`config.mk`:
```
export PLATFORM = sky130hd
export DESIGN_NAME = pe_array_sched_flat
export DESIGN_NICKNAME = d
export VERILOG_FILES = /design/src/rtl/pe_array_sched_pkg.sv /design/src/rtl/pe_array_sched_if.sv /design/src/rtl/pe_array_sched_drain.sv /design/src/rtl/pe_array_sched.sv /design/src/flat_wrapper.sv
export SDC_FILE = /design/constraint.sdc
export NUM_CORES = 1
export LEC_CHECK = 0
export BUFFER_PORTS_ARGS = -buffer_cell sky130_fd_sc_hd__clkbuf_2
export CAP_MARGIN = 20
export CORE_MARGIN = 1.5
export CORE_UTILIZATION = 40
export DETAILED_ROUTE_END_ITERATION = 7
export HOLD_SLACK_MARGIN = 0.02
export PLACE_DENSITY = 0.77
export REMOVE_ABC_BUFFERS = 1
export SLEW_MARGIN = 20
export SYNTH_ARGS = -nofsm -noshare
export SYNTH_HDL_FRONTEND = slang
export SYNTH_SLANG_ARGS = --single-unit
```
`constraint.sdc`:
```
create_clock -name clk -period 1.5 [get_ports clk]
set_clock_uncertainty 0.05 [all_clocks]
set_input_delay 0.075 -clock clk [delete_from_list [all_inputs] [get_ports clk]]
set_output_delay 0.075 -clock clk [all_outputs]
set_load 0.02 [all_outputs]
```
`src/rtl/pe_array_sched_pkg.sv`:
```
// pe_array_pkg: shared types and defaults for the PE-array pass scheduler.
//   sched_state_t : scheduler FSM states
//   DEF_*         : default array geometry
//   num_out()     : valid outputs of a 1-D valid convolution
package pe_array_pkg;

    typedef enum logic [2:0] {
        S_IDLE,
        S_CLEAR,
        S_ISSUE,
        S_WAIT_MAC,
        S_DRAIN,
        S_DONE
    } sched_state_t;

    localparam int DEF_NUM_PE    = 14;
    localparam int DEF_FILT_LEN  = 3;
    localparam int DEF_IFMAP_LEN = 8;
    localparam int DEF_ADDR_W    = 8;

    function automatic int num_out(input int ifmap_len, input int filt_len);
        return ifmap_len - filt_len + 1;
    endfunction

endpackage

```
`src/rtl/pe_array_sched_if.sv`:
```
// pe_array_sched_if: scheduler <-> scratchpad / PE row / consumer signals.
//   master : scheduler side (drives requests, clears, MAC enable, drain index)
//   slave  : environment side (drives start, mem_ready, out_ready)
// Optional macro PE_SCHED_PERF_EN adds perf_cycles / perf_stalls.
interface pe_array_sched_if #(
    parameter int ADDR_W = 8,
    parameter int IDX_W  = 4
);
    logic              start;
    logic              mem_ready;
    logic              w_rd_en;
    logic [ADDR_W-1:0] w_rd_addr;
    logic              x_rd_en;
    logic [ADDR_W-1:0] x_rd_base;
    logic              psum_clr;
    logic              mac_en;
    logic              out_valid;
    logic [IDX_W-1:0]  out_idx;
    logic              out_ready;
    logic              busy;
    logic              done;
`ifdef PE_SCHED_PERF_EN
    logic [31:0]       perf_cycles;
    logic [31:0]       perf_stalls;
`endif

    modport master (
        input  start, mem_ready, out_ready,
`ifdef PE_SCHED_PERF_EN
        output perf_cycles, perf_stalls,
`endif
        output w_rd_en, w_rd_addr, x_rd_en, x_rd_base, psum_clr, mac_en,
        output out_valid, out_idx, busy, done
    );

    modport slave (
        output start, mem_ready, out_ready,
`ifdef PE_SCHED_PERF_EN
        input  perf_cycles, perf_stalls,
`endif
        input  w_rd_en, w_rd_addr, x_rd_en, x_rd_base, psum_clr, mac_en,
        input  out_valid, out_idx, busy, done
    );

endinterface

```
`src/rtl/pe_array_sched_drain.sv`:
```
// pe_sched_drain: valid/ready index counter for draining COUNT results.
//   clk, rst : clock, synchronous active-low reset
//   clear    : restart the index at 0
//   valid    : producer is presenting idx
//   ready    : consumer accepts
//   idx      : current index, holds while ready==0 and at the terminal value
//   last     : handshake on the final index this cycle
module pe_sched_drain #(
    parameter int COUNT = 6,
    parameter int IDX_W = 4
) (
    input  logic             clk,
    input  logic             rst,
    input  logic             clear,
    input  logic             valid,
    input  logic             ready,
    output logic [IDX_W-1:0] idx,
    output logic             last
);
    logic at_end;
    logic hs;

    assign at_end = (idx == IDX_W'(COUNT - 1));
    assign hs     = valid && ready;
    assign last   = hs && at_end;

    always_ff @(posedge clk) begin
        if (!rst)
            idx <= '0;
        else if (clear)
            idx <= '0;
        else if (hs && !at_end)
            idx <= idx + 1'b1;
    end

endmodule

```
`src/rtl/pe_array_sched.sv`:
```
// pe_array_sched: sequences one convolution pass of the 1-D PE row:
// clear psums, issue FILT_LEN weight/ifmap reads (MAC one cycle later),
// then drain NUM_OUT psums over valid/ready.
//   clk : rising-edge clock
//   rst : synchronous active-low reset (abandons any pass, no done)
//   bus : pe_array_sched_if.master (start, scratchpad reads, psum_clr,
//         mac_en, out_valid/out_idx/out_ready, busy, done)
// Optional macro PE_SCHED_PERF_EN adds perf_cycles / perf_stalls.
module pe_array_sched
    import pe_array_pkg::*;
#(
    parameter int NUM_PE    = DEF_NUM_PE,
    parameter int FILT_LEN  = DEF_FILT_LEN,
    parameter int IFMAP_LEN = DEF_IFMAP_LEN,
    parameter int NUM_OUT   = num_out(IFMAP_LEN, FILT_LEN),
    parameter int ADDR_W    = DEF_ADDR_W
) (
    input  logic           clk,
    input  logic           rst,
    pe_array_sched_if.master bus
);
    localparam int IDX_W = $clog2(NUM_PE);
    localparam int K_W   = (FILT_LEN > 1) ? $clog2(FILT_LEN) : 1;

    generate
        if (NUM_OUT > NUM_PE || NUM_OUT < 1) begin : g_bad_geom
            $error("pe_array_sched: NUM_OUT must be in 1..NUM_PE");
        end
    endgenerate

    sched_state_t      state, state_nxt;
    logic [K_W-1:0]    k;
    logic              k_last;
    logic              issue_ok;
    logic              mac_q;
    logic [IDX_W-1:0]  idx;
    logic              drain_last;

    logic              rd_en;
    logic [ADDR_W-1:0] rd_addr;
    logic              psum_clr;
    logic              out_valid;
    logic [IDX_W-1:0]  out_idx;
    logic              done;

    assign k_last   = (k == K_W'(FILT_LEN - 1));
    assign issue_ok = (state == S_ISSUE) && bus.mem_ready;

    always_ff @(posedge clk) begin
        if (!rst)
            state <= S_IDLE;
        else
            state <= state_nxt;
    end

    // Outputs decode only the registered state/counters, so they are glitch-free
    // Moore outputs; mac_en is the separately registered issue handshake.
    always_comb begin
        state_nxt = state;
        rd_en     = 1'b0;
        rd_addr   = '0;
        psum_clr  = 1'b0;
        out_valid = 1'b0;
        out_idx   = '0;
        done      = 1'b0;
        case (state)
            S_IDLE:     if (bus.start) state_nxt = S_CLEAR;
            S_CLEAR: begin
                psum_clr  = 1'b1;
                state_nxt = S_ISSUE;
            end
            S_ISSUE: begin
                rd_en   = 1'b1;
                rd_addr = ADDR_W'(k);
                if (bus.mem_ready && k_last) state_nxt = S_WAIT_MAC;
            end
            S_WAIT_MAC: state_nxt = S_DRAIN;
            S_DRAIN: begin
                out_valid = 1'b1;
                out_idx   = idx;
                if (drain_last) state_nxt = S_DONE;
            end
            S_DONE: begin
                done      = 1'b1;
                state_nxt = S_IDLE;
            end
            default:    state_nxt = S_IDLE;
        endcase
    end

    // Tap counter: holds at FILT_LEN-1 on the final acceptance rather than wrapping.
    always_ff @(posedge clk) begin
        if (!rst)
            k <= '0;
        else if (state == S_CLEAR)
            k <= '0;
        else if (issue_ok && !k_last)
            k <= k + 1'b1;
    end

    // Scratchpad read latency is one cycle, so the PEs see data the cycle after acceptance.
    always_ff @(posedge clk) begin
        if (!rst)
            mac_q <= 1'b0;
        else
            mac_q <= issue_ok;
    end

    pe_sched_drain #(
        .COUNT (NUM_OUT),
        .IDX_W (IDX_W)
    ) u_drain (
        .clk   (clk),
        .rst   (rst),
        .clear (state == S_CLEAR),
        .valid (state == S_DRAIN),
        .ready (bus.out_ready),
        .idx   (idx),
        .last  (drain_last)
    );

    assign bus.w_rd_en   = rd_en;
    assign bus.w_rd_addr = rd_addr;
    assign bus.x_rd_en   = rd_en;
    assign bus.x_rd_base = rd_addr;
    assign bus.psum_clr  = psum_clr;
    assign bus.mac_en    = mac_q;
    assign bus.out_valid = out_valid;
    assign bus.out_idx   = out_idx;
    assign bus.busy      = (state != S_IDLE);
    assign bus.done      = done;

`ifdef PE_SCHED_PERF_EN
    logic [31:0] perf_cycles;
    logic [31:0] perf_stalls;
    logic        stall;

    assign stall = ((state == S_ISSUE) && !bus.mem_ready) ||
                   ((state == S_DRAIN) && !bus.out_ready);

    // Cleared on the edge entering CLEAR so the CLEAR cycle itself is counted;
    // left untouched in IDLE so software can read the last pass.
    always_ff @(posedge clk) begin
        if (!rst) begin
            perf_cycles <= '0;
            perf_stalls <= '0;
        end else if (state == S_IDLE) begin
            if (state_nxt == S_CLEAR) begin
                perf_cycles <= '0;
                perf_stalls <= '0;
            end
        end else begin
            if (perf_cycles != '1)         perf_cycles <= perf_cycles + 1'b1;
            if (stall && perf_stalls != '1) perf_stalls <= perf_stalls + 1'b1;
        end
    end

    assign bus.perf_cycles = perf_cycles;
    assign bus.perf_stalls = perf_stalls;
`endif

endmodule

```
`src/flat_wrapper.sv`:
```
// flat-port wrapper written by rule: the top's interface ports become plain ports
module pe_array_sched_flat import pe_array_pkg::*;
#(
    parameter int NUM_PE    = DEF_NUM_PE,
    parameter int FILT_LEN  = DEF_FILT_LEN,
    parameter int IFMAP_LEN = DEF_IFMAP_LEN,
    parameter int NUM_OUT   = num_out(IFMAP_LEN, FILT_LEN),
    parameter int ADDR_W    = DEF_ADDR_W
)
  (clk, rst, bus_start, bus_mem_ready, bus_out_ready, bus_w_rd_en, bus_w_rd_addr, bus_x_rd_en, bus_x_rd_base, bus_psum_clr, bus_mac_en, bus_out_valid, bus_out_idx, bus_busy, bus_done);
  pe_array_sched_if #(.ADDR_W(ADDR_W), .IDX_W(4)) bus_i ();
  input  logic clk;
  input  logic rst;
  input wire logic [$bits(bus_i.start)-1:0] bus_start;
  input wire logic [$bits(bus_i.mem_ready)-1:0] bus_mem_ready;
  input wire logic [$bits(bus_i.out_ready)-1:0] bus_out_ready;
  output wire logic [$bits(bus_i.w_rd_en)-1:0] bus_w_rd_en;
  output wire logic [$bits(bus_i.w_rd_addr)-1:0] bus_w_rd_addr;
  output wire logic [$bits(bus_i.x_rd_en)-1:0] bus_x_rd_en;
  output wire logic [$bits(bus_i.x_rd_base)-1:0] bus_x_rd_base;
  output wire logic [$bits(bus_i.psum_clr)-1:0] bus_psum_clr;
  output wire logic [$bits(bus_i.mac_en)-1:0] bus_mac_en;
  output wire logic [$bits(bus_i.out_valid)-1:0] bus_out_valid;
  output wire logic [$bits(bus_i.out_idx)-1:0] bus_out_idx;
  output wire logic [$bits(bus_i.busy)-1:0] bus_busy;
  output wire logic [$bits(bus_i.done)-1:0] bus_done;
  assign bus_i.start = bus_start;
  assign bus_i.mem_ready = bus_mem_ready;
  assign bus_i.out_ready = bus_out_ready;
  assign bus_w_rd_en = bus_i.w_rd_en;
  assign bus_w_rd_addr = bus_i.w_rd_addr;
  assign bus_x_rd_en = bus_i.x_rd_en;
  assign bus_x_rd_base = bus_i.x_rd_base;
  assign bus_psum_clr = bus_i.psum_clr;
  assign bus_mac_en = bus_i.mac_en;
  assign bus_out_valid = bus_i.out_valid;
  assign bus_out_idx = bus_i.out_idx;
  assign bus_busy = bus_i.busy;
  assign bus_done = bus_i.done;
  pe_array_sched #(.NUM_PE(NUM_PE), .FILT_LEN(FILT_LEN), .IFMAP_LEN(IFMAP_LEN), .NUM_OUT(NUM_OUT), .ADDR_W(ADDR_W)) u_core (.clk(clk), .rst(rst), .bus(bus_i));
endmodule
```
== Yosys cells after proc, flatten, opt, wreduce, memory -nomap -nowiden ==
Cells that the tools add are included.

* Add/sub/neg operators: 2
* Equality and inequality tests: 10
* Muxes and demuxes: 10
* Bitwise gates (word level): 1
* Reductions and logical operators: 12

{| class="wikitable"
|+ Operators by type and width
! cell !! number
|-
| one-hot mux 3 bit (5 select lines) || 1
|-
| 2-to-1 mux 3 bit || 3
|-
| == test 3 x 2 -> 1 bit, second input constant || 2
|-
| == test 3 bit, second input constant || 2
|-
| logical AND 1 bit || 6
|-
| adder 4 x 1 -> 4 bit, second input constant || 1
|-
| == test 4 x 3 -> 1 bit, second input constant || 1
|-
| 2-to-1 mux 1 bit || 4
|-
| 2-to-1 mux 4 bit || 1
|-
| inequality test 2 bit, second input constant || 2
|-
| == test 3 x 1 -> 1 bit, second input constant || 1
|-
| zero test 3 bit || 1
|-
| AND reduction 3 bit || 1
|-
| nonzero test 3 bit || 1
|-
| adder 2 x 1 -> 2 bit, second input constant || 1
|-
| == test 2 bit, second input constant || 1
|-
| zero test 1 bit || 2
|-
| 2-to-1 mux 2 bit || 1
|-
| inequality test 2 x 1 -> 1 bit, second input constant || 1
|-
| OR reduction 2 bit || 1
|-
| inverter 1 bit || 1
|}

* Register bits: 10
* Input port bits: 5
* Output and inout port bits: 27
* Logic and storage cells: 39

== Logic depth before layout (Yosys ltp) ==
* Word-level depth: 5
* Gate-level depth with buffers: 6
* Gate-level depth less buffers: 5

== Hierarchy ==
A second synthesis with hierarchy kept.

* Cell total of the unflattened synthesis: 88
* Area total of the unflattened synthesis: 719.4 µm²

{| class="wikitable"
|+ By module, submodules not included
! module !! instances !! cells an instance !! area an instance (µm²) !! seq. area each (µm²)
|-
| pe_array_sched || 1 || 62 || 499.2 || 120.1
|-
| pe_sched_drain || 1 || 26 || 220.2 || 80.1
|}

== Least setup slack after synthesis ==
Ideal clock, no wire load.

* Path type: register to output
* Start: reg u_core.state[1]
* End: out bus_x_rd_base[0]
* Arrival time: 1.571 ns
* Data required time: 1.375 ns
* Slack: -0.196 ns
* Stages on the path, launching flop included: 5
* Buffers on the path: 1
* Cells stage by stage: dfxtp_1 nor2b_1 nor2b_1 and2_1 buf_4

* Longest elaborated chain between the ends: 2

{| class="wikitable"
|+ RTL lines
! what !! line !! source
|-
| from (decl) || pe_array_sched.sv:31 || <nowiki>sched_state_t state, state_nxt;</nowiki>
|-
| from (signal assigned) || pe_array_sched.sv:53 || <nowiki>state <= state_nxt;</nowiki>
|-
| == test 3 x 2 -> 1 bit || pe_array_sched.sv:66 || <nowiki>case (state)</nowiki>
|-
| 2-to-1 mux 2 bit || pe_array_sched.sv:66 ||
|-
| to (decl) || flat_wrapper.sv:20 || <nowiki>output wire logic [$bits(bus_i.x_rd_base)-1:0] bus_x_rd_base;</nowiki>
|}

Every way passes these cells.

== Worst setup path in the final report ==
* Start: reg u_core.state[1]
* End: out bus_out_idx[0]

* Longest elaborated chain between the ends: 2

{| class="wikitable"
|+ RTL lines
! what !! line !! source
|-
| == test 3 bit || pe_array_sched.sv:66 ||
|-
| 2-to-1 mux 4 bit || pe_array_sched.sv:66 ||
|-
| to (decl) || flat_wrapper.sv:24 || <nowiki>output wire logic [$bits(bus_i.out_idx)-1:0] bus_out_idx;</nowiki>
|}

Every way passes these cells.

==> reports/metrics.yaml <==
synth_ff_type: "dfxtp_1"
root_buffer: "clkbuf_4"
setup_tns_ps: -2.00
numCtsBuffers: 3
endpoint_kind: "output port"
die_w_microns: 44.5
worstPathRequired_ps: 1370
dp.cells: 116
p_leak_uw: 0.000435
initial_core_util: 0.442
instances_no_fill: 126
critPathLaunchType: "flip-flop"
post_drt_wl_per_cell_microns: 12.1
worstPathMaxFanout: 7
cap_violations: 0
grt.overflow.total: 0
period_share: 1.00
yosysWarnings: 0
violations: "design-rule violations, negative setup slack"
synth_seq_cells: 10
synth.top_cell.area_share: 0.290
cts.sinks: 10
first_global_vias: 566
firstDrtPassIters: 6
drv_slew: 0
rsz0062_at_grt: "true"
fin_util: 0.598
mostFrequentLayoutCells: "clkbuf_2 (13), buf_4 (13), conb_1 (12)"
drtAntennaViolNets: 0
drive_gt1_frac: 0.436
netlist_area_sq_um: 689
htreeDepth: 1
synthCells: 78
drt_iter0_drc: 31
drc: 3
cp_data_arrival_time_ps: 1380
synth_seq_area_share: 0.290
dieHeight_microns: 44.5
path_class: "flip-flop to output port"
portBuffers: 19
synth_cell_types: 26
vias_per_cell: 5.01
n_antenna_cell: 0
dieArea_sq_um: 1980
grt_usage: 0.167
place_congestion: 0.765
ioPinCount: 32
max-vdd-ir-drop_uv: 459
coreArea_sq_um: 1560
timing.final.ws_setup_ps: -2.00
rows: 14
nNetsFinal: 119
grt_pass1_wl_microns: 2280
dp_slack_ps: 31.7
worstSkewPairLatency_ps: 270
cts.clk_slew.worst_paths_ps: 70
finalHoldViolCount: 0
grt_max_degree: 10
power_density_nw_per_um2: 720
finalSetupViolCount: 1
hold_path_class: "input pin to flip-flop"
drt_wl_total_microns: 1520
syn2layout_area_growth_pct: 35.2
yosysTopAreaCell: "dfxtp_1"
max_freq_mhz: 666
fin_hold_ws_ps: 60.2
layout_min_cycle_time_ps: 1500
synth-edff-count: 0
status: "complete, but fails checks"
dp_hpwl_microns: 1050
cts_buffer_depth: 2
grt_antenna_before_repair: 0
avgSynthCellArea_sq_um: 8.84
cts_tree: "yes"
num_vias: 631
postSynth.asyncResetShare: 0
synth.top_cells.by_area: "dfxtp_1 (29%), buf_4 (16%), and2_1 (5.4%), ha_1 (5.4%), or3_1 (5.4%)"
## power breakdown
| group | internal (uW) | switching (uW) | leakage, uW | total (uW) |
|---|---|---|---|---|
| Clock | 147 | 103 | 0.0000210 | 250 |
| Sequential | 273 | 12.6 | 0.0000834 | 285 |
| Combinational | 53.2 | 82.3 | 0.000331 | 136 |
| Total | 474 | 198 | 0.000435 | 671 |
## cells in the mapped netlist (2+ instances only)
master	instances
nor2_1	2
inv_1	5
o21ai_0	4
buf_4	15
nor2b_1	3
or3_1	6
o31ai_1	2
ha_1	3
and2_1	6
dfxtp_1	10
and3b_1	2
a21oi_1	6
## stage by stage
step | total power [uW] | area (sq um)
after floorplan | 367 | 607
after global placement | 402 | 782
after detailed placement | 405 | 782
after CTS | 670 | 913
after global routing | 707 | 932
final | 671 | 932
## routing by layer
metal  vias up  share of wire  GRT usage
li1        310              -          -
met1       291           0.39      0.157
met2        28           0.54      0.307
met3         2          0.064     0.0490
met4         0          0.011      0.109
met5         -              0          0
## worst paths after layout
kind,startpoint,endpoint,slack (ps),cells past startpoint
worst max-delay path,u_core.state[1],bus_out_idx[0],-2,4
worst min-delay path,bus_out_ready,u_core.state[0],60,3
worst max register to register,u_core.state[1],u_core.u_drain.idx[3],20,4
worst min register to register,u_core.k[1],u_core.k[1],450,2
## what timing repair did
| action | CTS | global route |
|---|---|---|
| gates resized for setup | 14 | 9 |
| pin swaps | 4 | 6 |
| hold buffers | 1 | 0 |
| setup endpoints to repair | 12 | 16 |
| gates cloned | 0 | 0 |
| buffers inserted | 5 | 1 |
| hold endpoints to repair | 2 | 0 |
## area by class of cell
| type | count | area [sq um] |
|---|---|---|
| sequential | 10 | 210 |
| tap | 16 | 20.0 |
| inverter | 5 | 18.8 |
| clock buffer | 4 | 36.3 |
| multi-input combinational | 58 | 412 |
| timing repair buffer | 33 | 235 |
| fill | 129 | 627 |
## critical path: stages (launching register included)
cell and delay, ps:
dfxtp_4 370, buf_6 120, nor3b_4 280, and2_1 190
buf_4 140
## registers in the layout, summed over array words and instances, names as in the netlist
register,flops
u_core.bus.mac_en,1
u_core.u_drain.idx,4
u_core.k,2
u_core.state,3
## kinds of logic after synthesis
family	share of synthesized area
buffers and inverters	0.207
and+or+nand+nor	0.299
DFF	0.290
other	0.00544
adders and majority gates	0.0545
AOI/OAI and AO/OA	0.143
No activity file was read; power rests on OpenSTA's default activity.
